**config.mk**
```make
export PLATFORM = sky130hd
export DESIGN_NAME = ps2_line_buffer
export DESIGN_NICKNAME = d
export VERILOG_FILES = /design/src/rtl/ps2_defs.sv /design/src/rtl/ps2_scancode_ascii.sv /design/src/rtl/ps2_line_buffer.sv
export SDC_FILE = /design/constraint.sdc
export NUM_CORES = 1
export LEC_CHECK = 0
export CORE_UTILIZATION = 55
export CTS_CLUSTER_SIZE = 10
export DETAILED_ROUTE_END_ITERATION = 6
export PLACE_DENSITY = 0.73
export SETUP_SLACK_MARGIN = 0.4
export SLEW_MARGIN = 10
export SYNTH_ARGS = -nofsm -noshare
export SYNTH_HDL_FRONTEND = slang
export SYNTH_SLANG_ARGS = --single-unit
```
**constraint.sdc**
```tcl
create_clock -name clock -period 3.4 [get_ports clock]
set_input_delay 0.85 -clock clock [delete_from_list [all_inputs] [get_ports clock]]
set_output_delay 0.85 -clock clock [all_outputs]
set_load 0.05 [all_outputs]
```
**src/rtl/ps2_defs.sv**
```systemverilog
// Shared scancode/ASCII constants and FSM state type for the PS/2 line buffer.
package ps2_defs;

  localparam logic [7:0] SC_BREAK  = 8'hF0;
  localparam logic [7:0] SC_EXT    = 8'hE0;
  localparam logic [7:0] SC_ENTER  = 8'h5A;
  localparam logic [7:0] SC_BKSP   = 8'h66;
  localparam logic [7:0] SC_LSHIFT = 8'h12;
  localparam logic [7:0] SC_RSHIFT = 8'h59;

  localparam logic [7:0] ASCII_BS  = 8'h08;

  typedef enum logic [2:0] {
    S_COLLECT,
    S_BREAK,
    S_EXT,
    S_EXT_BREAK,
    S_READY
  } ps2_state_t;

endpackage

```
**src/rtl/ps2_scancode_ascii.sv**
```systemverilog
// Combinational set-2 make code to ASCII map (letters, digits, space, '-', '.').
// Optional PS2_LINE_SHIFT_EN: lowercase letters unless shift held; shift+2 '@', shift+1 '!'.
module ps2_scancode_ascii (
  input  logic [7:0] code,
  input  logic       shift,
  output logic [7:0] ascii,
  output logic       hit
);

  logic letter;

  always_comb begin
    ascii  = '0;
    hit    = 1'b1;
    letter = 1'b0;
    case (code)
      8'h1C: begin ascii = 8'h41; letter = 1'b1; end
      8'h32: begin ascii = 8'h42; letter = 1'b1; end
      8'h21: begin ascii = 8'h43; letter = 1'b1; end
      8'h23: begin ascii = 8'h44; letter = 1'b1; end
      8'h24: begin ascii = 8'h45; letter = 1'b1; end
      8'h2B: begin ascii = 8'h46; letter = 1'b1; end
      8'h34: begin ascii = 8'h47; letter = 1'b1; end
      8'h33: begin ascii = 8'h48; letter = 1'b1; end
      8'h43: begin ascii = 8'h49; letter = 1'b1; end
      8'h3B: begin ascii = 8'h4A; letter = 1'b1; end
      8'h42: begin ascii = 8'h4B; letter = 1'b1; end
      8'h4B: begin ascii = 8'h4C; letter = 1'b1; end
      8'h3A: begin ascii = 8'h4D; letter = 1'b1; end
      8'h31: begin ascii = 8'h4E; letter = 1'b1; end
      8'h44: begin ascii = 8'h4F; letter = 1'b1; end
      8'h4D: begin ascii = 8'h50; letter = 1'b1; end
      8'h15: begin ascii = 8'h51; letter = 1'b1; end
      8'h2D: begin ascii = 8'h52; letter = 1'b1; end
      8'h1B: begin ascii = 8'h53; letter = 1'b1; end
      8'h2C: begin ascii = 8'h54; letter = 1'b1; end
      8'h3C: begin ascii = 8'h55; letter = 1'b1; end
      8'h2A: begin ascii = 8'h56; letter = 1'b1; end
      8'h1D: begin ascii = 8'h57; letter = 1'b1; end
      8'h22: begin ascii = 8'h58; letter = 1'b1; end
      8'h35: begin ascii = 8'h59; letter = 1'b1; end
      8'h1A: begin ascii = 8'h5A; letter = 1'b1; end
      8'h45: ascii = 8'h30;
      8'h16: ascii = 8'h31;
      8'h1E: ascii = 8'h32;
      8'h26: ascii = 8'h33;
      8'h25: ascii = 8'h34;
      8'h2E: ascii = 8'h35;
      8'h36: ascii = 8'h36;
      8'h3D: ascii = 8'h37;
      8'h3E: ascii = 8'h38;
      8'h46: ascii = 8'h39;
      8'h29: ascii = 8'h20;
      8'h4E: ascii = 8'h2D;
      8'h49: ascii = 8'h2E;
      default: hit = 1'b0;
    endcase
`ifdef PS2_LINE_SHIFT_EN
    if (letter && !shift) ascii = ascii | 8'h20;
    if (shift && code == 8'h1E) ascii = 8'h40;
    if (shift && code == 8'h16) ascii = 8'h21;
`endif
  end

`ifndef PS2_LINE_SHIFT_EN
  logic unused_case_inputs;
  assign unused_case_inputs = shift ^ letter;
`endif

endmodule

```
**src/rtl/ps2_line_buffer.sv**
```systemverilog
// PS/2 set-2 scancode line editor: filters break/extended codes, buffers ASCII
// with backspace, commits on Enter via valid/ack. Optional PS2_LINE_SHIFT_EN.
module ps2_line_buffer
  import ps2_defs::*;
#(
  parameter int ADDR_W = 4
) (
  input  logic              clock,
  input  logic              reset,
  input  logic              key_strobe,
  input  logic [7:0]        key_data,
  output logic              line_valid,
  output logic [ADDR_W:0]   line_len,
  input  logic              line_ack,
  input  logic [ADDR_W-1:0] rd_addr,
  output logic [7:0]        rd_char,
  output logic              echo_strobe,
  output logic [7:0]        echo_char,
  output logic              overflow
);

  localparam int DEPTH = 1 << ADDR_W;
  localparam logic [ADDR_W:0] PTR_FULL = {1'b1, {ADDR_W{1'b0}}};

  ps2_state_t        state, state_n;
  logic [ADDR_W:0]   ptr, ptr_n;
  logic [ADDR_W:0]   len_n;
  logic              valid_n, ovf_n, echo_stb_n, wr_en;
  logic [7:0]        echo_char_n;
  logic [7:0]        buffer [DEPTH];
  logic [7:0]        map_ascii;
  logic              map_hit;
  logic              shift_q;

`ifdef PS2_LINE_SHIFT_EN
  logic shift_n;
  logic is_shift;
  assign is_shift = (key_data == SC_LSHIFT) || (key_data == SC_RSHIFT);
`else
  assign shift_q = 1'b0;
`endif

  ps2_scancode_ascii u_map (
    .code  (key_data),
    .shift (shift_q),
    .ascii (map_ascii),
    .hit   (map_hit)
  );

  always_comb begin
    state_n     = state;
    ptr_n       = ptr;
    len_n       = line_len;
    valid_n     = line_valid;
    ovf_n       = overflow;
    echo_stb_n  = 1'b0;
    echo_char_n = echo_char;
    wr_en       = 1'b0;
`ifdef PS2_LINE_SHIFT_EN
    shift_n     = shift_q;
`endif
    case (state)
      S_COLLECT: if (key_strobe) begin
        if (key_data == SC_BREAK) begin
          state_n = S_BREAK;
        end else if (key_data == SC_EXT) begin
          state_n = S_EXT;
        end else if (key_data == SC_ENTER) begin
          if (ptr != '0) begin
            len_n   = ptr;
            valid_n = 1'b1;
            state_n = S_READY;
`ifdef PS2_LINE_SHIFT_EN
            shift_n = 1'b0;
`endif
          end
        end else if (key_data == SC_BKSP) begin
          if (ptr != '0) begin
            ptr_n       = ptr - 1'b1;
            echo_stb_n  = 1'b1;
            echo_char_n = ASCII_BS;
          end
`ifdef PS2_LINE_SHIFT_EN
        end else if (is_shift) begin
          shift_n = 1'b1;
`endif
        end else if (map_hit) begin
          if (ptr != PTR_FULL) begin
            wr_en       = 1'b1;
            ptr_n       = ptr + 1'b1;
            echo_stb_n  = 1'b1;
            echo_char_n = map_ascii;
          end else begin
            ovf_n = 1'b1;
          end
        end
      end
      S_BREAK: if (key_strobe) begin
        state_n = S_COLLECT;
`ifdef PS2_LINE_SHIFT_EN
        if (is_shift) shift_n = 1'b0;
`endif
      end
      S_EXT: if (key_strobe) begin
        state_n = (key_data == SC_BREAK) ? S_EXT_BREAK : S_COLLECT;
      end
      S_EXT_BREAK: if (key_strobe) begin
        state_n = S_COLLECT;
      end
      S_READY: if (line_ack) begin
        // any key byte in this cycle is dropped along with the ack
        valid_n = 1'b0;
        ptr_n   = '0;
        ovf_n   = 1'b0;
        state_n = S_COLLECT;
      end
      default: state_n = S_COLLECT;
    endcase
  end

  always_ff @(posedge clock or posedge reset) begin
    if (reset) begin
      state       <= S_COLLECT;
      ptr         <= '0;
      line_len    <= '0;
      line_valid  <= 1'b0;
      overflow    <= 1'b0;
      echo_strobe <= 1'b0;
      echo_char   <= '0;
      rd_char     <= '0;
    end else begin
      state       <= state_n;
      ptr         <= ptr_n;
      line_len    <= len_n;
      line_valid  <= valid_n;
      overflow    <= ovf_n;
      echo_strobe <= echo_stb_n;
      echo_char   <= echo_char_n;
      rd_char     <= buffer[rd_addr];
    end
  end

`ifdef PS2_LINE_SHIFT_EN
  always_ff @(posedge clock or posedge reset) begin
    if (reset) shift_q <= 1'b0;
    else       shift_q <= shift_n;
  end
`endif

  always_ff @(posedge clock) begin
    if (wr_en) buffer[ptr[ADDR_W-1:0]] <= map_ascii;
  end

endmodule

```
==> results of run 1 <==
==> repair_timing <==
item	4_1_cts	5_1_grt
resized for setup	17	19
setup buffers	4	2
pin swaps	13	6
gates cloned	1	1
endpoints found under the setup margin	120	122
==> cells in the mapped netlist, types with 2 or more instances <==
cell type	count
nand2_1	27
nor4_1	8
nor3_1	17
a22o_1	2
nand2b_1	6
buf_6	3
xnor2_1	5
nor3_2	2
a32oi_1	3
a31oi_1	2
mux2_2	5
o31a_1	3
mux2_4	6
buf_4	6
o22ai_1	3
o21ai_0	10
a21oi_1	11
nor4_4	2
ha_1	3
clkbuf_1	7
mux4_2	35
nor4b_2	2
inv_1	10
or3b_1	2
and3b_1	2
nand3_1	7
nor2b_1	10
a211oi_1	2
o211ai_1	4
buf_1	3
buf_2	10
o32ai_1	3
nand4_1	2
mux2i_1	3
o2bb2ai_1	2
nor2_1	18
nand3b_1	3
edfxtp_1	112
nor3b_1	5
dfrtp_1	30
a21o_1	3
==> registers in the layout, indices dropped and copies added, names as in the netlist <==
register,flops
line_valid,1
ptr,5
rd_char,7
echo_strobe,1
buffer,112
state,3
echo_char,7
line_len,5
overflow,1
==> through the flow <==
stage	setup TNS [ps]	setup WS, ps
2_1_floorplan	0	348
3_3_place_gp	-14870	-154
3_5_place_dp	-24130	-261
4_1_cts	0	404
5_1_grt	0	409
6_report	0	486
==> worst min-delay path, stage by stage, from the launching register on <==
cell and delay, ps:
dfrtp_1 350, a41oi_1 50, nor2_1 80
==> routing by layer <==
| layer | GRT usage | part of all wire | vias to the layer above | wire length [um] |
|---|---|---|---|---|
| li1 | - | - | 1957 | - |
| met1 | 0.383 | 0.42 | 2223 | 6850 |
| met2 | 0.446 | 0.48 | 214 | 7910 |
| met3 | 0.0789 | 0.068 | 33 | 1120 |
| met4 | 0.120 | 0.031 | 0 | 507 |
| met5 | 0 | 0 | - | 0 |
==> where the power goes <==
| part | switching, mW | internal, mW | leakage, nW |
|---|---|---|---|
| combinational | 0.622 | 0.376 | 1.60 |
| clock | 0.713 | 1.08 | 0.276 |
| sequential | 0.128 | 1.97 | 1.42 |
| total | 1.46 | 3.43 | 3.29 |
==> area by class of cell <==
| type | instances | area [um^2] | share of cell area |
|---|---|---|---|
| Sequential cell | 142 | 4110 | 0.475 |
| Multi-Input combinational cell | 251 | 2560 | 0.296 |
| Timing Repair Buffer | 128 | 1180 | 0.137 |
| Clock buffer | 18 | 429 | 0.0496 |
| Tap cell | 143 | 179 | 0.0207 |
| Clock inverter | 14 | 141 | 0.0163 |
| Inverter | 11 | 41.3 | 0.00477 |
| Antenna cell | 1 | 2.50 | 0.000289 |
==> cell families after synthesis <==
group,after synthesis
compound gates,63
xor+xnor,6
fa+ha+maj,4
buf+inv,40
flops,142
mux,49
other cells,1
simple gates,127
==> cells in the final DEF, fill, tap and decap left out, types with 4 or more instances in the layout <==
cell type,synthesis,layout
nand3_1,7,7
dlygate4sd2_1,0,4
clkbuf_16,0,17
edfxtp_1,112,112
mux2_2,5,5
nor3_1,17,8
dfrtp_1,30,30
buf_12,0,8
nand2b_1,6,6
nor3_4,0,9
nand2_1,27,26
nor2b_2,1,4
nor2b_1,10,7
clkdlybuf4s50_1,0,28
mux2_4,6,6
buf_4,6,74
nor2_1,18,17
mux4_2,35,35
inv_1,10,10
xnor2_1,5,5
o211ai_1,4,4
a21oi_1,11,10
o21ai_0,10,10
buf_6,3,7
nor4_4,2,6
==> worst min path at each step <==
stage,startpoint,to,slack [ps],cells after the start
after detailed placement,echo_char[4],echo_char[4],490,1
final,line_valid,line_valid,510,2
after CTS,echo_char[4],echo_char[4],510,1
after global routing,line_len[4],line_len[4],530,1
after floorplan,state[0],state[0],510,2
after global placement,echo_char[0],echo_char[0],490,1
==> qor.csv, run 1 <==
stage;metric;value;unit
setup_path;Setup crit start;key_data[4];
cts;root buf cell;clkbuf_16;
timing;setup violators final;0;
timing;hold_ws;512;ps
die;Top Ports;40;
setup_path;Worst path slowest cell;or3_1;
synthesis;post-synthesis cell count;432;
synthesis;largest family of logic cells by synthesized area;multiplexers;
setup_path;CP top delay family;simple AND/OR/NAND/NOR gates;
cts;CTS tree;yes;
synthesis;post-synth top area share;0.506;
final_layout;design area;0.00865;mm^2
drt;First DRT Iteration DRCs;459;
setup_path;Startpoint Class;input pin;
final_layout;non-filler cells, final;708;
drt;ANT nets after route;0;
synthesis;Seq/Total Area, Yosys;0.619;
final_layout;Final Util;0.745;
setup_path;crit path to;buffer[12][1];
die;core area;0.0116;mm^2
cts;clock latency on the worst-skew pair;420;ps
placement;gpl congestion;0.929;
drt;Post-Route WL;16.4;mm
timing;Final Hold Violating Endpoints;0;
setup_path;CP Max Fanout;8;
timing;fin. max-slew vios;0;
synthesis;Mapped Area;0.00664;mm^2
setup_path;slowest stage delay, CP;440;ps
synthesis;post-synthesis average cell area;15.4;um^2
drt;routed vias;4427;
cts;post-cts hold buffer count;0;
setup_path;Crit. End Element;flop;
drt;average wire per standard cell;23.1;um
synthesis;mux share of post-synthesis cell area;0.145;
cts;clock sinks;142;
synthesis;Post-Synth Adder-Cell Area;0.00866;
hold_path;hold crit path type;flop to flop;
outcome;violated checks;DRC;
timing;Tcrit/Tclk final;0.857;
setup_path;CP Cell Sequence;dlygate4sd2_1 -> buf_4 -> or3_1 -> o32ai_2 -> nor3_2 -> nand2_2 -> nand3_4 -> buf_12 -> nor4_4 -> buf_4;
synthesis;library cells used by synthesis;74;
synthesis;ys flop type;edfxtp_1;
synthesis;Compound-Gate Fraction of Synth Area;0.0714;
final_layout;proportion of layout cells with a drive suffix above 1;0.374;
setup_path;R2R Path Start;ptr[1];
die;DIE AREA;0.0125;mm^2
timing;Final min period;2910;ps
drt;DRC errors left;6;
power;maximum VDD drop;0.596;mV
setup_path;number of cells on the critical path;10;
synthesis;Post-synth EDFFs;112;
timing;clk_skew;10.6;ps
placement;Placed Area;0.00787;mm^2
synthesis;simple-gate share of the synthesized area;0.116;
synthesis;Yosys top cell by area;edfxtp_1;
die;chip width;112;um
global_route;vias in the first global route;4477;
timing;RSZ-0062 raised after global routing;false;
cts;H-tree Lvls;4;
timing;headroom to the max-slew limit;0.547;
cts;Clock transition at path regs;60;ps
setup_path;crit path buf inv count;4;
setup_path;Worst Path Arrival;3050;ps
synthesis;#FFs+latches synth;142;
timing;Max Fclk;343;MHz
global_route;grt total ovfl;0;
synthesis;Syn. warnings;0;
outcome;outcome;finished with violations;
cts;total CTS buffers;17;
final_layout;synthesis-to-finish area growth;30.2;%
synthesis;XOR/XNOR Fraction of Synth Area;0.00791;
die;initial core utilization;0.572;
placement;Placed Cells;667;
drt;DR pass1 iterations;7;
synthesis;ys async rst share;0.211;
final_layout;fill cell count;735;
placement;input/output buffers;37;
setup_path;Reg2Reg Setup Slack;810;ps
global_route;initial antenna violation count;1;
drt;Via density;6.25;
power;Cell Pwr Density;565;mW/mm^2
flow_run;max-cap violation count;0;
final_layout;nets;571;
setup_path;reg-to-reg endpoint;echo_char[3];
setup_path;CP most frequent cell;buf_4;
synthesis;Synth area leaders;edfxtp_1, mux4_2, dfrtp_1;
cts;CTS Buffer Depth;2;
global_route;all-layer global routing usage;0.286;
setup_path;CP Class;input pin to flop;
power;P_leak;3.29;nW
die;cell row count;39;
global_route;first-pass GRT wire length;25.8;mm
placement;Post-DP HPWL;10.6;mm
die;Die H;112;um
timing;Worst-Margin Slew;680;ps
global_route;largest net degree at the start of global routing;31;
setup_path;Crit path required time;3530;ps
power;overall power;4.89;mW
setup_path;r2r worst-path depth;8;
Power figures use the tool's default switching activity.
==> run 2: changes to the inputs <==
- DONT_BUFFER_PORTS: not set -> 1
- PLACE_DENSITY: 0.73 -> 0.68
==> qor.csv, run 2 (same netlist as run 1, synthesis figures left out) <==
stage;metric;value;unit;change
final_layout;most frequent cells in the layout;edfxtp_1, mux4_2, dfrtp_1;;
final_layout;synthesis-to-finish area growth;12.9;%;
hold_path;hold crit path type;input pin to async pin;;
setup_path;Crit path required time;3530;ps;about the same
drt;average wire per standard cell;24.0;um;+3.6%
drt;DRC errors left;1;;-5
die;Die H;112;um;unchanged
cts;clock sinks;142;;unchanged
placement;Post-DP HPWL;9.25;mm;-13%
cts;post-cts hold buffer count;0;;unchanged
cts;total CTS buffers;17;;unchanged
setup_path;CP top delay family;simple AND/OR/NAND/NOR gates;;
final_layout;nets;455;;-20%
power;P_leak;2.69;nW;-18%
setup_path;slowest stage delay, CP;430;ps;about the same
die;cell row count;39;;unchanged
timing;fin. max-slew vios;0;;unchanged
final_layout;diode count;0;;-1
setup_path;CP Class;input pin to flop;;
setup_path;CP Cell Sequence;or3b_1 -> nor4b_2 -> a311o_1 -> nor4_4 -> nand2_1 -> nand3_4 -> nor4_2 -> buf_4;;
cts;post-CTS resize count;0;;-17
final_layout;proportion of layout cells with a drive suffix above 1;0.279;;-0.0951
timing;RSZ-0062 raised after global routing;false;;
die;chip width;112;um;unchanged
drt;ANT nets after route;0;;unchanged
setup_path;CP Max Fanout;24;;+16
power;Cell Pwr Density;613;mW/mm^2;+8.5%
timing;clk_skew;7.32;ps;-3.24 ps
flow_run;max-cap violation count;0;;unchanged
drt;Post-Route WL;14.2;mm;-14%
outcome;violated checks;DRC;;
global_route;first-pass GRT wire length;22.4;mm;-13%
drt;Via density;6.59;;+5.4%
timing;Worst-Margin Slew;739;ps;+58.7 ps
cts;post-CTS setup buffer count;0;;-4
timing;setup violators final;0;;unchanged
global_route;vias in the first global route;3929;;-12%
global_route;grt total ovfl;0;;unchanged
global_route;all-layer global routing usage;0.244;;-0.0424
final_layout;max reg flops;112;;unchanged
global_route;largest net degree at the start of global routing;31;;unchanged
cts;Clock transition at path regs;60;ps;about the same
final_layout;fill cell count;826;;+12%
cts;H-tree Lvls;4;;unchanged
cts;clock latency on the worst-skew pair;420;ps;about the same
setup_path;Worst path slowest cell;nor4_2;;
setup_path;Startpoint Class;input pin;;
timing;Max Fclk;345;MHz;+0.46%
setup_path;Reg2Reg Setup Slack;730;ps;-80 ps
placement;input/output buffers;0;;-100%
timing;Tcrit/Tclk final;0.853;;-0.00389
drt;First DRT Iteration DRCs;434;;-5.4%
timing;headroom to the max-slew limit;0.506;;-0.0403
outcome;outcome;finished with violations;;
power;maximum VDD drop;0.417;mV;-30%
setup_path;crit path buf inv count;1;;-3
cts;CTS tree;yes;;
setup_path;Worst Path Arrival;3030;ps;-20 ps
drt;DR pass1 iterations;6;;-1
die;Top Ports;40;;unchanged
setup_path;Crit. End Element;flop;;
timing;final setup TNS;0;ps;unchanged
drt;routed vias;3894;;-12%
placement;gpl congestion;0.952;;+2.5%
die;DIE AREA;0.0125;mm^2;unchanged
final_layout;Final Util;0.646;;-0.0989
cts;CTS Buffer Depth;2;;unchanged
die;core area;0.0116;mm^2;unchanged
die;initial core utilization;0.572;;unchanged
cts;root buf cell;clkbuf_16;;
timing;Final Hold Violating Endpoints;0;;unchanged
timing;Final min period;2900;ps;-13.2 ps
final_layout;most common cell after layout, fill and taps aside;edfxtp_1;;
global_route;initial antenna violation count;0;;-1
==> run 2: cell types whose count changed in the layout (fill, tap and decap cells not counted), sizes merged, moves of 2 or more <==
cell | previous run | this run
dlygate4sd2 | 4 | 0
inv | 14 | 17
buf | 92 | 12
clkinvlp | 2 | 0
clkdlybuf4s50 | 28 | 0
dlymetal6s2s | 2 | 0
==> run 2: cell type report <==
cell class	instances	area (um^2)	area share
sequential	142	4110	0.548
multi-input combinational	251	2500	0.333
clock buffer	19	453	0.0604
tap	143	179	0.0238
clock inverter	13	129	0.0172
timing repair buffer	12	90.1	0.0120
inverter	11	41.3	0.00550
==> run 2: worst paths after layout <==
kind | start | end | depth (start not counted)
worst max-delay path | key_data[0] | buffer[8][3] | 8
worst min-delay path | reset | echo_strobe | 2
worst max register to register | ptr[1] | echo_char[5] | 7
worst min register to register | state[0] | state[0] | 2
max in group asynchronous | reset | overflow | 2
min in group clock | line_ack | state[2] | 1
==> run 2: per-layer routing <==
| metal | global-route usage | wire length [um] |
|---|---|---|
| met1 | 0.337 | 6100 |
| met2 | 0.385 | 6880 |
| met3 | 0.0582 | 925 |
| met4 | 0.0820 | 250 |
| met5 | 0 | 0 |
==> run 2: power by group <==
group | internal (mW) | leakage (nW) | switching (mW)
Clock | 1.06 | 0.291 | 0.737
Combinational | 0.206 | 0.985 | 0.321
Sequential | 1.97 | 1.42 | 0.305
Total | 3.24 | 2.69 | 1.36
==> run 2: through the flow <==
stage                     setup WS, ps  hold WS [ps]  power, mW  instance area, um^2  std cells
after floorplan                    348           514       2.71                 6820        433
after global routing               435           439       4.74                 7500        591
final                              499           401       4.60                 7500        591
after detailed placement          96.4           567       2.83                 6910        559
after global placement            59.8           549       2.82                 6910        559
after CTS                          465           399       4.62                 7490        591
==> run 3: changes to the inputs <==
- PLACE_DENSITY: 0.68 -> 0.79
==> qor.csv, run 3 (same netlist as run 1, synthesis figures left out) <==
stage;metric;value;unit;change
power;Cell Pwr Density;618;mW/mm^2;+0.90%
global_route;global-route met2 utilization;0.401;;+0.0166
global_route;initial antenna violation count;0;;unchanged
cts;clock latency on the worst-skew pair;420;ps;about the same
timing;setup violators final;0;;unchanged
flow_run;max-cap violation count;0;;unchanged
timing;Final Worst Setup Slack;676;ps;+177 ps
die;Die H;112;um;unchanged
timing;final setup TNS;0;ps;unchanged
final_layout;most frequent cells in the layout;edfxtp_1, mux4_2, dfrtp_1;;
setup_path;reg-to-reg endpoint;echo_char[6];;
setup_path;Crit. End Element;flop;;
setup_path;CP Class;input pin to flop;;
setup_path;slowest stage delay, CP;510;ps;+80 ps
drt;First DRT Iteration DRCs;363;;-16%
setup_path;CP Max Fanout;19;;-21%
placement;dpl ws;268;ps;+172 ps
die;cell row count;39;;unchanged
setup_path;r2r worst-path depth;7;;unchanged
final_layout;most common cell after layout, fill and taps aside;edfxtp_1;;
setup_path;CP Cell Sequence;nor2b_1 -> a32oi_1 -> a21oi_1 -> nor4_4 -> nand2_1 -> nand3_4 -> buf_12 -> nor4_2 -> buf_4;;
timing;RSZ-0062 raised after global routing;false;;
final_layout;synthesis-to-finish area growth;13.6;%;
timing;Tcrit/Tclk final;0.801;;-0.0520
die;Top Ports;40;;unchanged
global_route;layer with the highest usage;met2;;
final_layout;max reg flops;112;;unchanged
die;DIE AREA;0.0125;mm^2;unchanged
setup_path;Crit path required time;3520;ps;about the same
cts;post-cts hold buffer count;0;;unchanged
die;chip width;112;um;unchanged
drt;DR pass1 iterations;7;;+1
drt;DRC errors left;1;;unchanged
final_layout;nets;459;;+0.88%
final_layout;proportion of layout cells with a drive suffix above 1;0.279;;about the same
global_route;grt total ovfl;0;;unchanged
power;P_leak;2.71;nW;+0.65%
global_route;all-layer global routing usage;0.257;;+0.0134
global_route;met3 usage;0.0844;;+0.0261
drt;Post-Route WL;14.8;mm;+4.2%
cts;post-CTS setup buffer count;0;;unchanged
global_route;met1 Use GR;0.338;;+0.000767
drt;routed vias;3975;;+2.1%
timing;Worst-Margin Slew;786;ps;+47.7 ps
placement;input/output buffers;0;;unchanged
cts;clock sinks;142;;unchanged
timing;Final min period;2720;ps;-177 ps
setup_path;Startpoint Class;input pin;;
timing;fin. max-slew vios;0;;unchanged
cts;post-CTS resize count;0;;unchanged
timing;clk_skew;7.82;ps;+0.498 ps
cts;root buf cell;clkbuf_16;;
cts;CTS tree;yes;;
timing;headroom to the max-slew limit;0.471;;-0.0354
die;initial core utilization;0.572;;unchanged
global_route;largest net degree at the start of global routing;31;;unchanged
drt;ANT nets after route;0;;unchanged
drt;average wire per standard cell;24.8;um;+3.5%
setup_path;Worst path slowest cell;nor2b_1;;
cts;Clock transition at path regs;60;ps;about the same
final_layout;fill cell count;799;;-3.3%
outcome;outcome;finished with violations;;
cts;CTS Buffer Depth;2;;unchanged
outcome;violated checks;DRC;;
drt;Via density;6.68;;+1.4%
timing;Final Hold Violating Endpoints;0;;unchanged
placement;Post-DP HPWL;9.55;mm;+3.3%
placement;gpl congestion;0.948;;-0.37%
setup_path;R2R Path Start;ptr[2];;
hold_path;hold crit path type;input pin to async pin;;
final_layout;diode count;0;;unchanged
setup_path;Reg2Reg Setup Slack;740;ps;about the same
global_route;first-pass GRT wire length;23.3;mm;+3.8%
die;core area;0.0116;mm^2;unchanged
timing;Max Fclk;367;MHz;+6.5%
setup_path;Worst Path Arrival;2850;ps;-180 ps
global_route;vias in the first global route;4055;;+3.2%
cts;total CTS buffers;17;;unchanged
cts;H-tree Lvls;4;;unchanged
power;maximum VDD drop;0.482;mV;+15%
[run 3: changes by cell type in the layout (fill, tap and decap cells not counted), sizes merged]
cell	change
inv	-5
buf	+4
bufinv	+2
clkinv	+2
clkinvlp	+2
clkbuf	-1
[run 3: metrics by stage]
step                power, mW  std cells  hold slack (ps)  instance area, um^2   util
floorplan                2.71        433              514                 6820      -
global placement         2.83        563              543                 6950  0.598
detailed placement       2.84        563              559                 6950  0.598
CTS                      4.69        595              411                 7550  0.650
global route             4.81        595              431                 7550  0.650
finish                   4.67        595              415                 7550  0.650
[run 3: cell type report]
| type | instances | area [um^2] | area share |
|---|---|---|---|
| multi-input cells | 251 | 2480 | 0.329 |
| well taps | 143 | 179 | 0.0237 |
| clock inverters | 14 | 169 | 0.0224 |
| flip-flops and latches | 142 | 4110 | 0.545 |
| clock buffers | 18 | 429 | 0.0569 |
| repair buffers | 16 | 133 | 0.0176 |
| inverters | 11 | 41.3 | 0.00547 |
[run 3: report_power, final]
group	switching [mW]	internal [mW]
clock	0.698	1.15
sequential	0.279	1.97
combinational	0.352	0.216
[run 3: worst max-delay path by stage]
stage	start	end	slack [ps]
floorplan	key_data[1]	buffer[12][0]	350
global placement	key_data[1]	buffer[4][4]	350
detailed placement	key_data[1]	buffer[4][2]	270
CTS	key_data[1]	buffer[4][2]	680
global route	key_data[1]	buffer[4][2]	560
finish	key_data[1]	buffer[4][2]	680
[run 3: per-layer routing]
metal | share of wire | up-vias
met5 | 0 | -
met4 | 0.026 | 0
met3 | 0.097 | 30
met2 | 0.48 | 217
met1 | 0.40 | 2000
li1 | - | 1728
[run 3: critical path: cells and delay by family]
family / cells / cell delay (ps)
buffers and inverters: 2 / 420
AO/OA/AOI/OAI: 2 / 470
AND/OR/NAND/NOR: 5 / 1070
